<file path="src/rtl/swci_uart_pkg.sv">
// swci_uart_pkg: UART frame constants and transmitter state encoding shared by stimulus blocks
package swci_uart_pkg;
  localparam int UART_DATA_BITS = 8;
  typedef enum logic [2:0] {IDLE, START, DATA, PARITY, STOP} uart_tx_state_e;
endpackage

</file>
<file path="src/rtl/swci_sync_fifo.sv">
// swci_sync_fifo: show-ahead synchronous FIFO; writes while full and reads while empty are ignored
module swci_sync_fifo #(
  parameter int WIDTH = 8,
  parameter int DEPTH = 8
) (
  input  logic             clk_i,
  input  logic             rst_i,
  input  logic             wr_i,
  input  logic [WIDTH-1:0] wdata_i,
  input  logic             rd_i,
  output logic [WIDTH-1:0] rdata_o,
  output logic             full_o,
  output logic             empty_o
);
  localparam int AW = $clog2(DEPTH);
  logic [WIDTH-1:0] mem_q [DEPTH];
  logic [AW-1:0] wp_q, rp_q;
  logic [AW:0] cnt_q;
  logic push, pop;
  assign full_o  = cnt_q == (AW+1)'(DEPTH);
  assign empty_o = cnt_q == '0;
  assign push    = wr_i & ~full_o;
  assign pop     = rd_i & ~empty_o;
  assign rdata_o = mem_q[rp_q];
  always_ff @(posedge clk_i)
    if (push) mem_q[wp_q] <= wdata_i;
  always_ff @(posedge clk_i or posedge rst_i)
    if (rst_i) begin
      wp_q  <= '0;
      rp_q  <= '0;
      cnt_q <= '0;
    end else begin
      wp_q  <= wp_q + AW'(push);
      rp_q  <= rp_q + AW'(pop);
      cnt_q <= cnt_q + (AW+1)'(push) - (AW+1)'(pop);
    end
endmodule

</file>
<file path="src/rtl/swci_uart_stim_tx.sv">
// swci_uart_stim_tx: queued 8-bit UART transmitter driving the DUT receive pin
module swci_uart_stim_tx
  import swci_uart_pkg::*;
#(
  parameter int CLKS_PER_BIT = 16,
  parameter int FIFO_DEPTH   = 8,
  parameter int PARITY_EN    = 0,
  parameter int STOP_BITS    = 1
) (
  input  logic       sysclk_i,
  input  logic       rst_i,
  input  logic       wr_i,
  input  logic [7:0] wdata_i,
  output logic       full_o,
  output logic       busy_o,
  output logic       ovf_o,
  output logic       txd_o
);
  localparam int CW = $clog2(CLKS_PER_BIT);
  localparam logic [CW-1:0] CNT_MAX = CW'(CLKS_PER_BIT - 1);
  uart_tx_state_e state_q;
  logic [CW-1:0] cnt_q;
  logic [2:0] idx_q;
  logic [UART_DATA_BITS-1:0] data_q, rd_data;
  logic empty, tick, last_stop, pop, txd_q, txd_d, ovf_q;
  assign tick      = cnt_q == '0;
  assign last_stop = state_q == STOP && tick && idx_q == 3'(STOP_BITS - 1);
  assign pop       = ~empty & (state_q == IDLE | last_stop);
  assign busy_o    = (state_q != IDLE) | ~empty;
  assign ovf_o     = ovf_q;
  assign txd_o     = txd_q;
  swci_sync_fifo #(.WIDTH(UART_DATA_BITS), .DEPTH(FIFO_DEPTH)) u_fifo (
    .clk_i   (sysclk_i),
    .rst_i   (rst_i),
    .wr_i    (wr_i),
    .wdata_i (wdata_i),
    .rd_i    (pop),
    .rdata_o (rd_data),
    .full_o  (full_o),
    .empty_o (empty)
  );
  // Line level follows the state one cycle late so txd_o comes straight from a flop.
  always_comb
    txd_d = state_q == START  ? 1'b0 :
            state_q == DATA   ? data_q[idx_q] :
            state_q == PARITY ? ^data_q : 1'b1;
  always_ff @(posedge sysclk_i or posedge rst_i)
    if (rst_i) begin
      state_q <= IDLE;
      cnt_q   <= '0;
      idx_q   <= '0;
      data_q  <= '0;
      txd_q   <= 1'b1;
      ovf_q   <= 1'b0;
    end else begin
      txd_q <= txd_d;
      ovf_q <= ovf_q | (wr_i & full_o);
      if (pop) begin
        data_q  <= rd_data;
        cnt_q   <= CNT_MAX;
        idx_q   <= '0;
        state_q <= START;
      end else if (state_q != IDLE) begin
        cnt_q <= tick ? CNT_MAX : cnt_q - 1'b1;
        if (tick)
          case (state_q)
            START:  state_q <= DATA;
            DATA: begin
              idx_q <= idx_q + 3'd1;
              if (idx_q == 3'd7) state_q <= (PARITY_EN != 0) ? PARITY : STOP;
            end
            PARITY: state_q <= STOP;
            STOP:   if (last_stop) state_q <= IDLE;
                    else idx_q <= idx_q + 3'd1;
            default: state_q <= IDLE;
          endcase
      end
    end
endmodule

</file>
<file path="config.mk">
export PLATFORM = sky130hd
export DESIGN_NAME = swci_uart_stim_tx
export DESIGN_NICKNAME = d
export VERILOG_FILES = /design/src/rtl/swci_uart_pkg.sv /design/src/rtl/swci_sync_fifo.sv /design/src/rtl/swci_uart_stim_tx.sv
export SDC_FILE = /design/constraint.sdc
export NUM_CORES = 1
export LEC_CHECK = 0
export CAP_MARGIN = 20
export CORE_UTILIZATION = 40
export CTS_BUF_LIST = sky130_fd_sc_hd__clkbuf_4 sky130_fd_sc_hd__clkbuf_8
export DETAILED_ROUTE_END_ITERATION = 8
export PLACE_DENSITY = 0.57
export SLEW_MARGIN = 10
export SYNTH_ARGS = -nofsm -noshare
export SYNTH_HDL_FRONTEND = slang
export SYNTH_HIERARCHICAL = 1
export SYNTH_SLANG_ARGS = --single-unit
export TNS_END_PERCENT = 50
</file>
<file path="constraint.sdc">
create_clock -name sysclk_i -period 2.67 [get_ports sysclk_i]
set_clock_uncertainty 0.05 [all_clocks]
set_input_delay 0.534 -clock sysclk_i [delete_from_list [all_inputs] [get_ports sysclk_i]]
set_output_delay 0.534 -clock sysclk_i [all_outputs]
set_load 0.01 [all_outputs]
</file>
## Word level (Yosys, flattened, before mapping)

Memories as Yosys holds them, arrays and structs flattened. A register that Yosys moved wholly into a read port is not among the register bits.
Cells that the tools add are included.

| storage, ports and cells | value |
|---|---|
| flip-flop bits (word level) | 22 |
| bits in writable memories | 64 |
| bits of input ports | 11 |
| output and inout bits | 4 |
| word-level logic and storage cells | 68 |
| memories | 1 |

Memories:

| name | depth | width | read ports | clocked after memory_dff | wr ports | RTL line | source |
|---|---|---|---|---|---|---|---|
| u_fifo.mem_q | 8 | 8 | 1 | 1 | 1 | swci_sync_fifo.sv:16 | `logic [WIDTH-1:0] mem_q [DEPTH];` |

| cells by class | value |
|---|---|
| add/sub/neg operators | 6 |
| $lt $le $gt $ge | 1 |
| equal/unequal tests | 9 |
| multiplexer cells | 21 |
| bitwise operators | 9 |
| reductions and logical operators | 13 |

Operators with widths:

| operator | number |
|---|---|
| $mux 3 | 9 |
| $mux 4 | 3 |
| $pmux 3 s4 | 1 |
| $logic_not 4->1 | 2 |
| $reduce_and 4->1 | 2 |
| $reduce_xor 8->1 | 1 |
| $add 3x1->3 | 2 |
| $eq 3x2->1 const B | 2 |
| $eq 3x3->1 const B | 2 |
| $logic_not 3->1 | 2 |
| $mux 1 | 6 |
| $ne 3x2->1 const B | 2 |
| $pmux 3 s2 | 1 |
| $reduce_bool 3->1 | 2 |
| $add 4x1->4 | 1 |
| $and 1x1->1 | 4 |
| $eq 4x4->1 const B | 1 |
| $lt 3x4->1 const B | 1 |
| $reduce_bool 2->1 | 2 |
| $sub 4x1->4 | 1 |
| $sub 4x1->4 const B | 1 |
| $add 3x1->3 const B | 1 |
| $bmux 1 s3 | 1 |
| $eq 3x1->1 const B | 1 |
| 4 further kinds | 8 |

## Logic depth before layout (Yosys ltp)

| depth | value |
|---|---|
| depth after elaboration | 8 |
| depth in mapped cells | 15 |
| depth with buffers taken out | 13 |

## By module

Netlist, hierarchy kept.

Modules (own cells, without submodules):

| module | times used | cells an instance | area an instance (sq um) | sequential area each (sq um) |
|---|---|---|---|---|
| swci_sync_fifo | 1 | 145 | 3032.9 | 2172.1 |
| swci_uart_stim_tx | 1 | 107 | 1176.1 | 501.7 |

## Worst setup path before layout

Ideal clock, no wire load.

| path | value |
|---|---|
| path kind | register -> register |
| from | register cnt_q[0] (netlist name) |
| to | register u_fifo.cnt_q[2] |
| library setup time | 0.122 ns |
| arrival | 2.546 ns |
| required time | 2.498 ns |
| slack | -0.048 ns |
| cell stages (with the launch flop) | 15 |
| path buffers | 2 |
| clock period less this slack | 2.718 ns |
| path through | dfrtp_1 -> inv_1 -> ha_1 -> or3b_1 -> buf_6 -> o21ai_4 -> nand2_2 -> buf_6 -> inv_1 -> nor2b_1 -> ha_1 -> inv_1 -> ha_1 -> fa_1 -> xor2_1 |

RTL lines:

| item | RTL line | source |
|---|---|---|
| end signal, assigned | swci_sync_fifo.sv:35 | `cnt_q <= cnt_q + (AW+1)'(push) - (AW+1)'(pop);` |
| end, declared | swci_sync_fifo.sv:18 | `logic [AW:0] cnt_q;` |

==> key figures <==
Clock tree
  – H-tree levels: 3
  – CTS tree: done
  – Clock slew seen by the registers of the worst setup and hold paths: 0.10 ns
  – Root Buffer: clkbuf_8
  – Clk buf depth: 2
  – Num CTS Buffers: 9
  – Hold Buf Count CTS: 0
  – Clock Latency Late Sink: 0.36 ns
  – CTS sink cnt: 94

Worst setup path
  – Worst R2R End: u_fifo/cnt_q[3]$_DFF_PP0_
  – Worst R2R Start: cnt_q[0]$_DFFE_PP0P_
  – Delay-heaviest family, CP: simple AND/OR/NAND/NOR gates
  – Worst r2r path cells: 13
  – Cells along the critical path: inv_2 > ha_4 > or3b_4 > o21ai_4 > nand2_2 > inv_1 > nor2b_4 > ha_1 > inv_1 > ha_1 > a21o_1 > a21oi_2 > xor2_1
  – WS Path Type: reg -> reg
  – Worst setup endpoint: u_fifo/cnt_q[3]$_DFF_PP0_
  – Worst Path Arrival: between 2 and 3 ns
  – Largest stage delay on the critical path: ~0.44 ns
  – Critical path fanouts, max: 4
  – Critical path's slowest cell: dfrtp_1
  – Flop-to-flop setup slack: 0.14 ns
  – Crit path launch type: register
  – Worst path required time: 2.92 ns
  – WP buf/inv: 3
  – Crit path launch: cnt_q[0]$_DFFE_PP0P_
  – Crit. path cell count: 13
  – CP endpoint kind: register

Timing
  – Final Setup Violations: 0
  – Period utilization: a little over nine tenths
  – Worst Max-Slew Pin Slew: approximately 0.48 ns
  – Crit path time final: approximately 2.5 ns
  – Fin. Hold Viols: 0
  – Slew Limit Fails: 0
  – Slew HR: approximately 68%
  – Setup slack after layout: approximately 0.14 ns
  – Achievable Freq: 396 MHz

Power and ir drop
  – Leak: between 1.5 and 2 nW
  – Cell Pwr Density: around 700 nW/um^2
  – Final Power: about 3.4 mW
  – VDD IR max: between 0.3 and 0.4 mV

Placed design
  – Worst slack, placed: between 0.02 and 0.025 ns
  – Post-detail-place hpwl: 4460 um
  – GPL Wtd Cong: between 0.6 and 0.7
  – PortBufs: 14

Yosys
  – Top cells by count, synth: edfxtp_1, dfrtp_1, nand2_1, ha_1, mux4_1
  – Synthesized area per cell: approximately 17 um^2
  – Asr flop ratio synth: a little under a third
  – Ranking of synthesized cells by area: edfxtp_1, dfrtp_1, mux4_1
  – Synthesized instance count: 252
  – Most numerous cell in the Yosys netlist: edfxtp_1
  – Top FF cell, synth: edfxtp_1
  – Sequential-to-total area share from yosys stat: between 60% and 70%
  – Post-synth EDFFs: 64
  – Cell Area, Synth: between 4000 and 5000 um^2
  – Area leader, netlist: edfxtp_1
  – Syn_nets: 279
  – Synthesis Warnings: 6
  – Synth Register Bits: 94
  – Yosys cell types: 42
  – Share of the synthesized area in the top cell type: between 40% and 50%

Route
  – DR pass1 iterations: 6
  – DR WL/cell: roughly 17 um
  – Initial DRC Count: 86
  – Met2 WL: 3520 um
  – Vias after detailed routing: approximately 2.1k
  – Max layer used: met4
  – Met3 WL: roughly 140 um
  – DR vias/cell: between 4 and 5
  – Drt total wl: approximately 7100 um
  – Met1 wire length: ~3300 um
  – # DRC: 0
  – Detail Route Antenna Nets: 0

Die
  – Chip height: roughly 100 um
  – Initial core utilization: about two fifths
  – Row cnt: 37
  – Core area: 10300 um^2
  – Ports: 15
  – Die width: about 100 um
  – Die area: between 10000 and 15000 um^2

Global route
  – Initial antenna violation count: 0
  – First-pass GRT wire length: approximately 11000 um
  – Grt total ovfl: 0
  – Total track usage: between 10% and 20%
  – Largest net degree at the start of global routing: 20
  – Vias in the first global route: approximately 2.1k

Final layout
  – Fillers: between 900 and 1k
  – ANT cells: 0
  – Area growth syn-to-layout: 14.6%
  – Layout Nets: between 300 and 400
  – Share of cells above drive strength 1: a little under a quarter

Job
  – Max-Cap Viols: 0

Outcome
  – Status: completed

Min path
  – Tightest Hold Check Type: in -> async
==> metal layers <==
metal,global-route usage [%],vias to the layer above
li1,-,1026
met3,3.18,6
met1,17.7,1055
met4,5.63,0
met2,23.6,16
met5,0,-
==> cell usage in the layout, fill, tap and decap left out, drive strengths merged, types with 4 or more instances in the layout <==
master and instances:
nor2 12, edfxtp 64, o21ai 6, dfrtp 29, inv 17, xor2 6
nor3 5, xnor2 5, a21oi 4, mux2 20, ha 15, buf 20
nand2 17, clkbuf 9, clkdlybuf4s50 12, mux4 17
==> area by class of cell <==
type | instances | area, um^2 | share of cell area [%]
clock buffer | 9 | 124 | 2.57
sequential | 94 | 2670 | 55.4
inverter | 14 | 52.6 | 1.09
multi-input combinational | 134 | 1430 | 29.7
timing repair buffer | 34 | 292 | 6.05
tap | 136 | 170 | 3.53
clock inverter | 7 | 78.8 | 1.63
==> through the flow <==
stage                     utilization (%)  hold slack (ns)  cell area (um^2)  setup TNS [ns]  instances
after floorplan                         -            0.324              4220         -0.0320        252
after global placement               44.4            0.389              4570               0        409
after detailed placement             44.4            0.410              4570               0        409
after CTS                            46.4            0.261              4770               0        425
after global routing                 46.9            0.272              4820         -0.0271        428
final                                46.9            0.277              4820               0        428
==> sequential cells by signal, indices dropped and copies added, names as in the netlist <==
register / cells
data_q: 8
idx_q: 3
cnt_q: 4
txd_o: 1
u_fifo/wp_q: 3
u_fifo/rp_q: 3
u_fifo/cnt_q: 4
ovf_o: 1
state_q: 3
u_fifo/mem_q: 64
==> where the power goes <==
| part | total, mW | switching, mW | internal [mW] |
|---|---|---|---|
| registers | 1.86 | 0.0820 | 1.78 |
| logic | 0.541 | 0.293 | 0.248 |
| clock network | 0.965 | 0.521 | 0.444 |
==> worst min path at each step <==
stage / startpoint / to / cells after the start / slack, ns
floorplan: rst_i / u_fifo/cnt_q[0]$_DFF_PP0_ / 1 / 0.32
finish: rst_i / ovf_o$_DFF_PP0_ / 2 / 0.28
global route: rst_i / ovf_o$_DFF_PP0_ / 2 / 0.27
CTS: rst_i / ovf_o$_DFF_PP0_ / 2 / 0.26
global placement: ovf_o$_DFF_PP0_ / ovf_o$_DFF_PP0_ / 1 / 0.39
detailed placement: ovf_o$_DFF_PP0_ / ovf_o$_DFF_PP0_ / 1 / 0.41
==> timing repair <==
action	in CTS	in global routing
pin swaps	0	2
buffers inserted	0	3
gates resized for setup	2	7
endpoints found under the setup margin	2	4
==> cell families (layout without fill, tap and decap cells) <==
family | Yosys count | in the layout | synth area share, %
AOI/OAI and AO/OA | 21 | 21 | 3.69
xor gates and xnor gates | 11 | 11 | 2.29
adders and majority gates | 16 | 16 | 4.93
buffers and inverters | 24 | 64 | 3.36
DFF | 94 | 94 | 63.5
muxes | 38 | 38 | 16.6
and+or+nand+nor | 48 | 48 | 5.56
No activity file was read; power rests on OpenSTA's default activity.
